$ cat config.mk
export PLATFORM = sky130hd
export DESIGN_NAME = vtmon
export DESIGN_NICKNAME = d
export VERILOG_FILES = /design/src/rtl/vtmon_pkg.sv /design/src/rtl/vtmon_pixchk.sv /design/src/rtl/vtmon.sv
export SDC_FILE = /design/constraint.sdc
export NUM_CORES = 1
export LEC_CHECK = 0
export CAP_MARGIN = 15
export CORE_ASPECT_RATIO = 0.6
export CORE_UTILIZATION = 45
export DETAILED_ROUTE_END_ITERATION = 10
export DONT_BUFFER_PORTS = 1
export PLACE_DENSITY = 0.59
export SLEW_MARGIN = 40
export SYNTH_ARGS = -nofsm -noshare
export SYNTH_HDL_FRONTEND = slang
export SYNTH_SLANG_ARGS = --single-unit
$ cat constraint.sdc
create_clock -name clk -period 2.4 [get_ports clk]
set_input_delay 0.48 -clock clk [delete_from_list [all_inputs] [get_ports clk]]
set_output_delay 0.48 -clock clk [all_outputs]
set_load 0.02 [all_outputs]
$ cat src/rtl/vtmon_pkg.sv
// vtmon_pkg: shared state encodings and widths for the video timing monitor
package vtmon_pkg;
    typedef enum logic [1:0] {ST_WAIT_VS, ST_MEASURE, ST_LOCKED} state_e;
    localparam int ERR_W = 16;
endpackage

$ cat src/rtl/vtmon_pixchk.sv
// vtmon_pixchk: checks that valid pixels are grey and step by one per pixel, counting mismatches
module vtmon_pixchk
    import vtmon_pkg::*;
#(
    parameter int PW = 8
) (
    input  logic             clk,
    input  logic             rst_n,
    input  logic             vld_i,
    input  logic [3*PW-1:0]  rgb_i,
    input  logic             err_clr_i,
    output logic             pix_err_o,
    output logic [ERR_W-1:0] err_cnt_o
);
    logic [PW-1:0]    r, g, b, ref_q;
    logic             seeded_q, pix_err_q, err;
    logic [ERR_W-1:0] err_cnt_q, err_cnt_d;

    assign {r, g, b} = rgb_i;
    assign err = vld_i && (r != g || g != b || (seeded_q && r != ref_q + PW'(1)));
    assign err_cnt_d = err_clr_i ? ERR_W'(err) :
                       err && !(&err_cnt_q) ? err_cnt_q + ERR_W'(1) : err_cnt_q;

    // reference always follows the received r so a ramp jump costs one error
    always_ff @(posedge clk or negedge rst_n) begin
        if (!rst_n) begin
            seeded_q  <= 1'b0;
            ref_q     <= '0;
            pix_err_q <= 1'b0;
            err_cnt_q <= '0;
        end else begin
            pix_err_q <= err;
            err_cnt_q <= err_cnt_d;
            if (vld_i) begin
                seeded_q <= 1'b1;
                ref_q    <= r;
            end
        end
    end

    assign pix_err_o = pix_err_q;
    assign err_cnt_o = err_cnt_q;
endmodule

$ cat src/rtl/vtmon.sv
// vtmon: video timing monitor recovering frame geometry and checking the ramp pixel pattern
module vtmon
    import vtmon_pkg::*;
#(
    parameter int H_BITS = 12,
    parameter int V_BITS = 12,
    parameter int PW     = 8
) (
    input  logic              clk,
    input  logic              rst_n,
    input  logic              hs,
    input  logic              vs,
    input  logic              rgb_vld,
    input  logic [3*PW-1:0]   rgb,
    input  logic              err_clr,
    output logic [H_BITS-1:0] h_total,
    output logic [H_BITS-1:0] hs_width,
    output logic [H_BITS-1:0] hact_start,
    output logic [H_BITS-1:0] hact_len,
    output logic [V_BITS-1:0] v_total,
    output logic [V_BITS-1:0] vs_width,
    output logic [V_BITS-1:0] vact_lines,
    output logic              meas_vld,
    output logic              locked,
    output logic              pix_err,
    output logic [ERR_W-1:0]  err_cnt
);
    logic              hs_q, vs_q, vld_q, hs_p_q, vs_p_q, vld_p_q;
    logic [3*PW-1:0]   rgb_q;
    logic              hs_rise, hs_fall, vs_rise, vs_fall, vld_rise;
    logic [H_BITS-1:0] h_cnt_q, vld_cnt_q, hst_w_q, hsw_w_q, ht_w_q, fhst_q, fhln_q;
    logic [V_BITS-1:0] v_cnt_q, vsw_w_q, vact_q;
    logic              act_q;
    logic [H_BITS-1:0] ht_c, fhst_c, fhln_c;
    logic [V_BITS-1:0] vcnt_c, vact_c;
    logic [H_BITS-1:0] h_total_q, hs_width_q, hact_start_q, hact_len_q;
    logic [V_BITS-1:0] v_total_q, vs_width_q, vact_lines_q;
    logic              meas_vld_q, same, pub;
    state_e            state_q, state_d;

    function automatic logic [H_BITS-1:0] h_inc(input logic [H_BITS-1:0] x);
        return &x ? x : x + H_BITS'(1);
    endfunction

    function automatic logic [V_BITS-1:0] v_inc(input logic [V_BITS-1:0] x);
        return &x ? x : x + V_BITS'(1);
    endfunction

    always_ff @(posedge clk or negedge rst_n) begin
        if (!rst_n) begin
            {hs_q, vs_q, vld_q, hs_p_q, vs_p_q, vld_p_q} <= '0;
            rgb_q <= '0;
        end else begin
            {hs_q, vs_q, vld_q}       <= {hs, vs, rgb_vld};
            {hs_p_q, vs_p_q, vld_p_q} <= {hs_q, vs_q, vld_q};
            rgb_q <= rgb;
        end
    end

    assign hs_rise  = hs_q & ~hs_p_q;
    assign hs_fall  = ~hs_q & hs_p_q;
    assign vs_rise  = vs_q & ~vs_p_q;
    assign vs_fall  = ~vs_q & vs_p_q;
    assign vld_rise = vld_q & ~vld_p_q;

    // values as they stand once the current line is closed, so a frame edge
    // coinciding with a line edge publishes the finished line
    assign ht_c   = hs_rise ? h_inc(h_cnt_q) : ht_w_q;
    assign fhst_c = hs_rise && act_q ? hst_w_q : fhst_q;
    assign fhln_c = hs_rise && act_q ? vld_cnt_q : fhln_q;
    assign vcnt_c = hs_rise ? v_inc(v_cnt_q) : v_cnt_q;
    assign vact_c = hs_rise && act_q ? v_inc(vact_q) : vact_q;
    assign same   = {ht_c, hsw_w_q, fhst_c, fhln_c, vcnt_c, vsw_w_q, vact_c} ==
                    {h_total_q, hs_width_q, hact_start_q, hact_len_q, v_total_q, vs_width_q, vact_lines_q};

    always_comb begin
        pub     = vs_rise && state_q != ST_WAIT_VS;
        state_d = state_q;
        if (vs_rise)
            state_d = state_q == ST_WAIT_VS || !same ? ST_MEASURE : ST_LOCKED;
    end

    always_ff @(posedge clk or negedge rst_n) begin
        if (!rst_n) begin
            h_cnt_q   <= '0;
            vld_cnt_q <= '0;
            hst_w_q   <= '0;
            hsw_w_q   <= '0;
            act_q     <= 1'b0;
        end else begin
            h_cnt_q   <= hs_rise ? '0 : h_inc(h_cnt_q);
            vld_cnt_q <= hs_rise ? '0 : vld_q ? h_inc(vld_cnt_q) : vld_cnt_q;
            act_q     <= !hs_rise && (act_q || vld_q);
            if (vld_rise && !act_q)
                hst_w_q <= h_inc(h_cnt_q);
            if (hs_fall)
                hsw_w_q <= h_inc(h_cnt_q);
        end
    end

    always_ff @(posedge clk or negedge rst_n) begin
        if (!rst_n) begin
            ht_w_q  <= '0;
            fhst_q  <= '0;
            fhln_q  <= '0;
            v_cnt_q <= '0;
            vact_q  <= '0;
            vsw_w_q <= '0;
        end else begin
            ht_w_q  <= ht_c;
            fhst_q  <= fhst_c;
            fhln_q  <= fhln_c;
            v_cnt_q <= vs_rise ? '0 : vcnt_c;
            vact_q  <= vs_rise ? '0 : vact_c;
            if (vs_fall)
                vsw_w_q <= vcnt_c;
        end
    end

    always_ff @(posedge clk or negedge rst_n) begin
        if (!rst_n) begin
            state_q      <= ST_WAIT_VS;
            meas_vld_q   <= 1'b0;
            h_total_q    <= '0;
            hs_width_q   <= '0;
            hact_start_q <= '0;
            hact_len_q   <= '0;
            v_total_q    <= '0;
            vs_width_q   <= '0;
            vact_lines_q <= '0;
        end else begin
            state_q    <= state_d;
            meas_vld_q <= pub;
            if (pub) begin
                h_total_q    <= ht_c;
                hs_width_q   <= hsw_w_q;
                hact_start_q <= fhst_c;
                hact_len_q   <= fhln_c;
                v_total_q    <= vcnt_c;
                vs_width_q   <= vsw_w_q;
                vact_lines_q <= vact_c;
            end
        end
    end

    vtmon_pixchk #(.PW(PW)) u_pixchk (
        .clk       (clk),
        .rst_n     (rst_n),
        .vld_i     (vld_q),
        .rgb_i     (rgb_q),
        .err_clr_i (err_clr),
        .pix_err_o (pix_err),
        .err_cnt_o (err_cnt)
    );

    assign h_total    = h_total_q;
    assign hs_width   = hs_width_q;
    assign hact_start = hact_start_q;
    assign hact_len   = hact_len_q;
    assign v_total    = v_total_q;
    assign vs_width   = vs_width_q;
    assign vact_lines = vact_lines_q;
    assign meas_vld   = meas_vld_q;
    assign locked     = state_q == ST_LOCKED;
endmodule

* Yosys cells after proc, flatten, opt, wreduce, memory -nomap -nowiden
Index checks and enable logic that the tools add are counted.
Storage, ports and cells: word-level logic and storage cells 95, output and inout bits 103, register bits after elaboration 264, bits of input ports 30
Cells by class: reductions and logical operators 25, bitwise gates (word level) 10, muxes and demuxes 17, equal/unequal tests 6, add/subtract/negate cells 6
Operators with widths (count):
- $mux W12 | 14
- $eq A84 B84 Y1 | 1
- $add A12 B1 Y12 const B | 4
- $reduce_and A12 Y1 | 4
- $mux W16 | 2
- $ne A8 B8 Y1 | 3
- $add A16 B1 Y16 const B | 1
- $reduce_and A16 Y1 | 1
- $add A8 B1 Y8 const B | 1
- $logic_and A1 B1 Y1 | 7
- $reduce_bool A2 Y1 | 3
- $and A1 B1 Y1 | 5
- $not A1 Y1 | 5
- $logic_not A1 Y1 | 4
- $logic_or A1 B1 Y1 | 4
- $eq A2 B2 Y1 const B | 1
- $logic_not A2 Y1 | 1
- $mux W2 | 1
- $ne A2 B2 Y1 const B | 1
- $reduce_and A2 Y1 | 1

* Logic depth before layout (Yosys ltp)
depth after elaboration 8, depth in mapped cells 11, mapped depth without buffers 9

* By module
From an unflattened synthesis, not the netlist that was laid out.
Unflattened totals: cell total of the unflattened synthesis 1330, area, all modules 12753.5 um^2
Modules (own cells, without submodules):
- vtmon | sequential area each 5955.7 um^2, cells each 1155, area each 11106.9 um^2, instances 1
- vtmon_pixchk | sequential area each 650.6 um^2, cells each 175, area each 1646.6 um^2, instances 1

* Worst setup path after synthesis
No wires, ideal clock.
path type reg-to-reg, start reg v_cnt_q[0], end reg state_q[0], data required time 2266 ps, cell stages (with the launch flop) 11, clock period less this slack 2618 ps, library setup time 134 ps, arrival time 2484 ps, path slack -218 ps, path buffers 1, cells stage by stage dfrtp_1 > ha_1 > nand3_2 > or3_1 > clkbuf_1 > nand3_1 > o21ai_1 > or4b_1 > nor4_2 > o2111a_1 > a31oi_1
Between the ends: word-level cells in the longest chain between the ends 7, elaborated cells on any way between the ends 8, those cells by class 1 x add/sub; 1 x eq/ne; 3 x mux; 3 x reduce/logical
Ends and longest elaborated chain:
- from (decl) | RTL line vtmon.sv:32 | logic [V_BITS-1:0] v_cnt_q, vsw_w_q, vact_q;
- from (signal assigned) | RTL line vtmon.sv:113 | v_cnt_q <= vs_rise ? '0 : vcnt_c;
- $add A12 B1 Y12 or $reduce_and A12 Y1 (tied branches) | RTL line vtmon.sv:46 | return &x ? x : x + V_BITS'(1);
- $mux W12 | RTL line vtmon.sv:46
- $mux W12 * | RTL line vtmon.sv:71 | assign vcnt_c = hs_rise ? v_inc(v_cnt_q) : v_cnt_q;
- $eq A84 B84 Y1 * | RTL line vtmon.sv:73 | assign same = {ht_c, hsw_w_q, fhst_c, fhln_c, vcnt_c, vsw_w_q, vact_c} ==
- $logic_not A1 Y1 * | RTL line vtmon.sv:80 | state_d = state_q == ST_WAIT_VS || !same ? ST_MEASURE : ST_LOCKED;
- $logic_or A1 B1 Y1 * | RTL line vtmon.sv:80
- $mux W2 * | RTL line vtmon.sv:80
- to (signal assigned) | RTL line vtmon.sv:132 | state_q <= state_d;
- to (decl) | RTL line vtmon.sv:39 | state_e state_q, state_d;
Mark *: on every way between the ends. The rest lies on a longest branch, timed or not. A chain may end at the register's enable or synchronous reset.

* Final worst setup path
start reg hs_q, end reg state_q[1]
Between the ends: word-level cells in the longest chain between the ends 7, elaborated cells on any way between the ends 11, those cells by class 1 x eq/ne; 6 x mux; 1 x bitwise; 3 x reduce/logical
Ends and longest elaborated chain:
- from (decl) | RTL line vtmon.sv:28 | logic hs_q, vs_q, vld_q, hs_p_q, vs_p_q, vld_p_q;
- from (signal assigned) | RTL line vtmon.sv:54 | {hs_q, vs_q, vld_q} <= {hs, vs, rgb_vld};
- $and A1 B1 Y1 * | RTL line vtmon.sv:60 | assign hs_rise = hs_q & ~hs_p_q;
- $logic_and A1 B1 Y1 | RTL line vtmon.sv:69, vtmon.sv:70, vtmon.sv:72
- $mux W12, on equally long branches | RTL line vtmon.sv:72, vtmon.sv:69, vtmon.sv:70
- $eq A84 B84 Y1 * | RTL line vtmon.sv:73
- $logic_not A1 Y1 * | RTL line vtmon.sv:80
- $logic_or A1 B1 Y1 * | RTL line vtmon.sv:80
- $mux W2 * | RTL line vtmon.sv:80
Marks and branches as above.

==> impl_metrics.json <==
{
  "p_per_area_nw_per_um2": 740,
  "status": "finished with violations",
  "grt_max_degree": 265,
  "preCtsSetupSlack_ns": -0.732,
  "slowest_stage": "dfrtp_2",
  "crit_chain": "and3b_2 -> buf_6 -> a32oi_4 -> o311ai_4 -> nor3b_2 -> nand4_1 -> nor4_4 -> o2111a_1 -> a31o_1",
  "postSynthAreaPerCell_um2": 9.77,
  "die_h_um": 131,
  "report.final.setup_viol": 7,
  "cpPeakStageDelay_ns": 0.47,
  "hold_ws_ns": -0.370,
  "finClkSkew_ns": 0.0307,
  "io_pins": 133,
  "via_count": 10700,
  "route.detailed.drc": 0,
  "synth_seq_cells": 264,
  "critPathLaunchType": "flop",
  "crit_fanout": 7,
  "gp_congestion": 0.960,
  "cap_violations": 0,
  "design.die.area_um2": 28300,
  "cts_buffers": 27,
  "fin_ws_ns": -0.397,
  "core_um2": 26800,
  "syn-cell-area_um2": 12400,
  "cts_tree": "built",
  "ant_nets": 0,
  "yosysUniqueCellTypes": 79,
  "cts.clk_slew.worst_paths_ns": 0.06,
  "setup.worst_path.end_class": "flop",
  "portBuffers": 0,
  "synthesis.nets": 1310,
  "max_freq_ghz": 0.357,
  "slew_headroom": 0.484,
  "grt_usage": 0.272,
  "clockRootBuffer": "clkbuf_16",
  "wl_um": 38800,
  "clk_path_buf_depth": 3,
  "violations": "hold timing, setup timing",
  "tns_ns": -0.987,
  "rsz0062_at_grt": "true",
  "r2r-end": "state_q[1]",
  "start_util": 0.465,
  "worstMarginPinSlew_ns": 0.774,
  "async_flop_share": 1.00,
  "critPathArrivalTime_ns": 3.30,
  "ys_dominant_reg_cell": "dfrtp_1",
  "clk_latency_ns": 0.56,
  "ys_warn_count": 0,
  "grt_pass1_vias": 9913,
  "irDropWorstVdd_uv": 524,
  "hold_viol_final": 264,
  "p_leak_nw": 7.88,
  "area_growth_pct": 33.6,
  "via_per_inst": 5.49,
  "fin_nets": 1600,
  "dp_hpwl_um": 27600,
  "syn_inst": 1274,
  "dr.first_iter.drc_count": 1190,
  "path_class": "reg2reg",
  "grt_remaining_overflow": 0,
  "rrSetupSlack_ns": -0.40,
  "ys_seq_area_frac": 0.531,
  "finalCritPeriodShare": 1.17,
  "largest_reg_flops": 24,
  "post_dp_cell_area_um2": 14700,
  "antenna_found_initial": 0,
  "crit_buf_inv": 1,
  "design_area_um2": 16600,
  "cp-startpoint": "hs_q",
  "rr_startpoint": "hs_q",
  "clock-sinks": 264,
  "antenna_cells": 0,
  "worstPathRequired_ns": 2.90,
  "die_x_um": 217,
  "slew_viol_final": 0,
  "rows": 46,
  "dr.pass1.iters": 5,
  "critPathTopFamily": "simple AND/OR/NAND/NOR gates",
  "postCtsHoldBufs": 28,
  "htree_num_levels": 1,
  "drive_gt1_frac": 0.283,
  "reg2regPathDepth": 9,
  "wl_per_cell_um": 19.9,
  "synth_edf_count": 0,
  "regMostFlops": "rgb_q",
  "period_minus_slack_ns": 2.80,
  "grt_pass1_wl_um": 58600,
  "hp-class": "in2async"
}
[stage by stage]
step | utilization | std cells | power, mW | hold WS (ns)
2_1_floorplan | - | 1274 | 6.51 | 0.184
3_3_place_gp | 0.549 | 1842 | 7.58 | 0.189
4_1_cts | 0.609 | 1939 | 12.3 | -0.395
6_report | 0.621 | 1945 | 12.3 | -0.370
5_1_grt | 0.621 | 1945 | 12.8 | -0.390
3_5_place_dp | 0.549 | 1842 | 7.62 | 0.191
[cell usage after synthesis, types with 4 or more instances]
| cell | number | area [µm²] |
|---|---|---|
| nand2_1 | 247 | 927 |
| dfrtp_1 | 264 | 6610 |
| mux2_2 | 25 | 282 |
| o22ai_1 | 9 | 56.3 |
| mux2i_1 | 16 | 160 |
| o31ai_1 | 4 | 30.0 |
| buf_2 | 6 | 30.0 |
| a21oi_1 | 31 | 155 |
| a221oi_1 | 4 | 35.0 |
| nand2b_1 | 12 | 75.1 |
| a22oi_1 | 5 | 37.5 |
| o2111ai_1 | 4 | 35.0 |
| a41oi_1 | 4 | 35.0 |
| a311oi_1 | 4 | 35.0 |
| and2_1 | 8 | 50.1 |
| nor2b_1 | 9 | 56.3 |
| ha_1 | 6 | 75.1 |
| nor4_1 | 6 | 37.5 |
| nand3_1 | 46 | 230 |
| nand4_1 | 25 | 156 |
| buf_1 | 7 | 26.3 |
| nor3_1 | 15 | 75.1 |
| inv_1 | 45 | 169 |
| and3_1 | 20 | 125 |
| xor2_1 | 45 | 394 |
| xnor2_1 | 58 | 508 |
| nor2_1 | 76 | 285 |
| or2_2 | 4 | 25.0 |
| or3_1 | 20 | 125 |
| a31oi_1 | 13 | 81.3 |
| a211oi_1 | 5 | 37.5 |
| o21ai_0 | 109 | 546 |
| or4_1 | 7 | 52.6 |
| clkbuf_1 | 39 | 146 |
| and4_1 | 6 | 52.6 |
[logic make-up after synthesis]
group,share of synthesized area
buffers and inverters,0.0333
muxes,0.0377
DFF,0.531
and+or+nand+nor,0.197
adders and majority gates,0.00603
xor gates and xnor gates,0.0761
AOI/OAI and AO/OA,0.119
[worst reg2reg max path, stage by stage, from the launching register on]
cell and delay [ns]:
dfrtp_2 0.47, and3b_2 0.28, buf_6 0.16, a32oi_4 0.34
o311ai_4 0.22, nor3b_2 0.38, nand4_1 0.21, nor4_4 0.32
o2111a_1 0.24, a31o_1 0.14
[layout by cell type (no fill, tap or decap), drive strengths merged, types with 7 or more instances in the layout]
master / synthesis / layout
buf: 16 / 289
dfrtp: 264 / 264
nand2: 247 / 247
o21ai: 112 / 112
nor2: 76 / 76
xnor2: 58 / 58
inv: 46 / 48
nand3: 47 / 47
xor2: 45 / 45
clkbuf: 40 / 37
a21oi: 31 / 31
dlygate4sd3: 0 / 28
mux2: 25 / 25
nand4: 25 / 25
and3: 20 / 20
or3: 20 / 20
mux2i: 18 / 18
nor3: 15 / 15
a31oi: 13 / 13
nand2b: 13 / 13
o22ai: 9 / 9
nor2b: 9 / 9
and2: 8 / 8
nor4: 8 / 8
or4: 7 / 7
[where the power goes]
group,switching (mW),internal (mW)
combinational,1.39,1.17
sequential,0.414,4.83
clock,1.84,2.66
[worst max-delay path by stage]
stage                  to  slack [ns]  cells after the start
2_1_floorplan  state_q[0]       -0.05                      9
3_3_place_gp   state_q[0]       -0.91                      9
3_5_place_dp   state_q[0]       -0.73                      9
4_1_cts        state_q[0]       -0.30                     10
5_1_grt        state_q[0]       -0.42                     11
6_report       state_q[1]       -0.40                      9
[cell type report]
class                   instances  area [µm²]
inverters                      46         173
clock inverters                13         175
clock buffers                  37         763
flip-flops and latches        264        6620
multi-input cells             908        5880
repair buffers                317        2570
fillers                      2261       10100
well taps                     360         450
[timing repair]
action | CTS | global route
gates cloned | 1 | 0
setup buffers | 18 | 8
resized for setup | 41 | 65
pin swaps | 26 | 39
endpoints found under the hold margin | 301 | 264
setup endpoints to repair | 16 | 20
[metal layers]
layer,share of wire,GRT usage,vias to the layer above
met3,0.077,0.0625,49
met5,0,0,-
li1,-,-,5013
met4,0.021,0.0576,0
met2,0.40,0.367,362
met1,0.50,0.435,5263
(Power assumes the default switching activity.)
==> RTL edit, RTL diff (config.mk and constraints unchanged) <==
Encoding of `state_e`: now one-hot (3 bits for 3 states).
--- a/src/rtl/vtmon_pkg.sv
+++ b/src/rtl/vtmon_pkg.sv
@@ -2,3 +2,3 @@
 package vtmon_pkg;
-    typedef enum logic [1:0] {ST_WAIT_VS, ST_MEASURE, ST_LOCKED} state_e;
+    typedef enum logic [2:0] {ST_WAIT_VS = 3'b001, ST_MEASURE = 3'b010, ST_LOCKED = 3'b100} state_e;
     localparam int ERR_W = 16;
Function: no difference found for any inputs over 10 cycles, from zero or initial values and one cycle with rst_n low; not proved beyond that.
==> RTL edit against the unedited design <==
- the run still ends with negative hold slack, negative setup slack left
- largest power group unchanged
- setup slack improved by 0.13 ns
- global-route usage up 0.93 points
- highest routed layer is now met5
- largest cell class unchanged
- cell area increased by 2.7%
- wire length rose by 3.4%
- synthesized area increased by 1.1%
- clock skew shrank 0.018 ns
- final cell count grew 2.7%
- synthesized cell count up 2.4%
- sequential cell count grew 1
- total power is 0.90% higher
==> RTL edit: results (changes against the unedited design) <==
Parameter                              Value

Status
  Run status    finished, violations left
  Violated checks    negative hold slack, negative setup slack

Finish
  Fillers    2230 (-1.4%)
  Post-route non-filler standard cell count    1997 (+2.7%)
  Proportion of layout cells with a drive suffix above 1    30.3% (+2.0 points)
  Net count, final    1653 (+3.3%)

Timing
  Final hold violations    264 (unchanged)
  Fin worst setup slack    -0.272 ns (+0.125 ns)
  Clock Skew    0.0124 ns (-0.0183 ns)
  Sum of negative setup slack    -0.714 ns (+0.274 ns)
  Setup-failing EPs final    4 (-3)
  Worst-case hold slack    -0.385 ns (-0.0151 ns)

Route
  Number of violations reported at the end of detailed-routing iteration 0    886 (-26%)
  Number of search-and-repair iterations in the first detailed-routing pass    6 (+1)
  Average detailed-routed wire length per instance    20.1 µm (+0.71%)
  Via total after detailed routing    10900 (+2.0%)

Worst setup path
  Slowest stage cell, crit path    sky130_fd_sc_hd__dfrtp_1
  Largest stage delay on the critical path    0.39 ns (-0.08 ns)
  Crit path DAT    3.11 ns (-0.19 ns)

Logic synthesis
  Synth cell count leaders    sky130_fd_sc_hd__dfrtp_1 (264), sky130_fd_sc_hd__nand2_1 (254), sky130_fd_sc_hd__o21ai_0 (105)
  Synthesized Nets    1340 (+2.3%)
  Synth unique cells    73 (-7.6%)
  Average cell area after synthesis    9.65 µm² (-1.2%)
  Fraction of the yosys area taken by sequential cells    52.7% (-0.36 points)
  Post-synthesis share of cell area spent on xor and xnor gates    8.06% (+0.45 points)

Place
  Final Wtd Congestion    0.895 (-6.9%)

Global route
  All-layer global routing usage    28.1% (+0.93 points)
  Antenna violations before repair    1 (+1)
==> RTL edit: changes by cell type in the layout (fill, tap and decap cells not counted), moves of 5 or more <==
cell / before / now
sky130_fd_sc_hd__mux2i_4: 1 / 6
sky130_fd_sc_hd__buf_4: 269 / 292
sky130_fd_sc_hd__nand2_1: 244 / 251
sky130_fd_sc_hd__a31oi_1: 12 / 3
sky130_fd_sc_hd__a21oi_1: 27 / 40
sky130_fd_sc_hd__nand3_1: 41 / 26
sky130_fd_sc_hd__nor3_1: 9 / 21
sky130_fd_sc_hd__nor4_1: 4 / 10
sky130_fd_sc_hd__inv_1: 45 / 38
sky130_fd_sc_hd__nor2_1: 76 / 91
sky130_fd_sc_hd__mux2i_1: 14 / 8
sky130_fd_sc_hd__mux2_2: 25 / 20
sky130_fd_sc_hd__xor2_1: 42 / 51
sky130_fd_sc_hd__or3_1: 17 / 9
==> RTL edit: final timing paths <==
path                           start  cells past startpoint                    end
hold reg to reg                 vs_q                      0                 vs_p_q
hold / removal                 rst_n                      0             fhln_q[10]
setup / recovery           vact_q[2]                     10             state_q[1]
max in group asynchronous      rst_n                      0      u_pixchk.ref_q[2]
min in group clk             err_clr                      2  u_pixchk.err_cnt_o[8]
setup reg to reg           vact_q[2]                     10             state_q[1]
==> RTL edit: metrics by stage <==
step | worst slack [ns] | area (µm²)
finish | -0.272 | 17100
global placement | -0.421 | 15000
CTS | -0.173 | 16700
detailed placement | -0.386 | 15000
global route | -0.372 | 17100
floorplan | -0.118 | 12600
==> RTL edit: critical path, delay by kind of cell (launching register included) <==
family | cells | cell delay (ns)
AO/OA/AOI/OAI | 2 | 0.29
buffers and inverters | 3 | 0.52
flip-flops | 1 | 0.39
AND/OR/NAND/NOR | 5 | 1.34
==> RTL edit: repair_timing <==
item | in CTS | in global routing
endpoints found under the setup margin | 16 | 18
cloned | 1 | 0
buffers inserted | 15 | 15
pin swaps | 34 | 37
gates resized for setup | 81 | 68
hold endpoints to repair | 303 | 265
==> RTL edit: per-layer routing <==
layer  global-route usage (%)  vias up  part of all wire (%)
li1                         -     5156                     -
met1                     43.5     5327                    49
met2                     37.6      370                    41
met3                     9.35       42                   9.0
met4                     5.79        2                   1.9
met5                        0        -                 0.030
==> RTL edit: area by class of cell <==
cell class | count | area [µm²] | area share (%)
Clock buffer | 36 | 779 | 4.56
Clock inverter | 13 | 163 | 0.952
Inverter | 39 | 146 | 0.857
Multi-Input combinational cell | 944 | 6190 | 36.2
Sequential cell | 265 | 6640 | 38.9
Tap cell | 360 | 450 | 2.64
Timing Repair Buffer | 340 | 2710 | 15.8
==> RTL edit: power breakdown <==
part	leakage [nW]	internal, W	switching (W)	total, W
Sequential	3.48	0.00486	0.000493	0.00536
Combinational	4.03	0.00122	0.00134	0.00256
Clock	0.462	0.00261	0.00188	0.00450
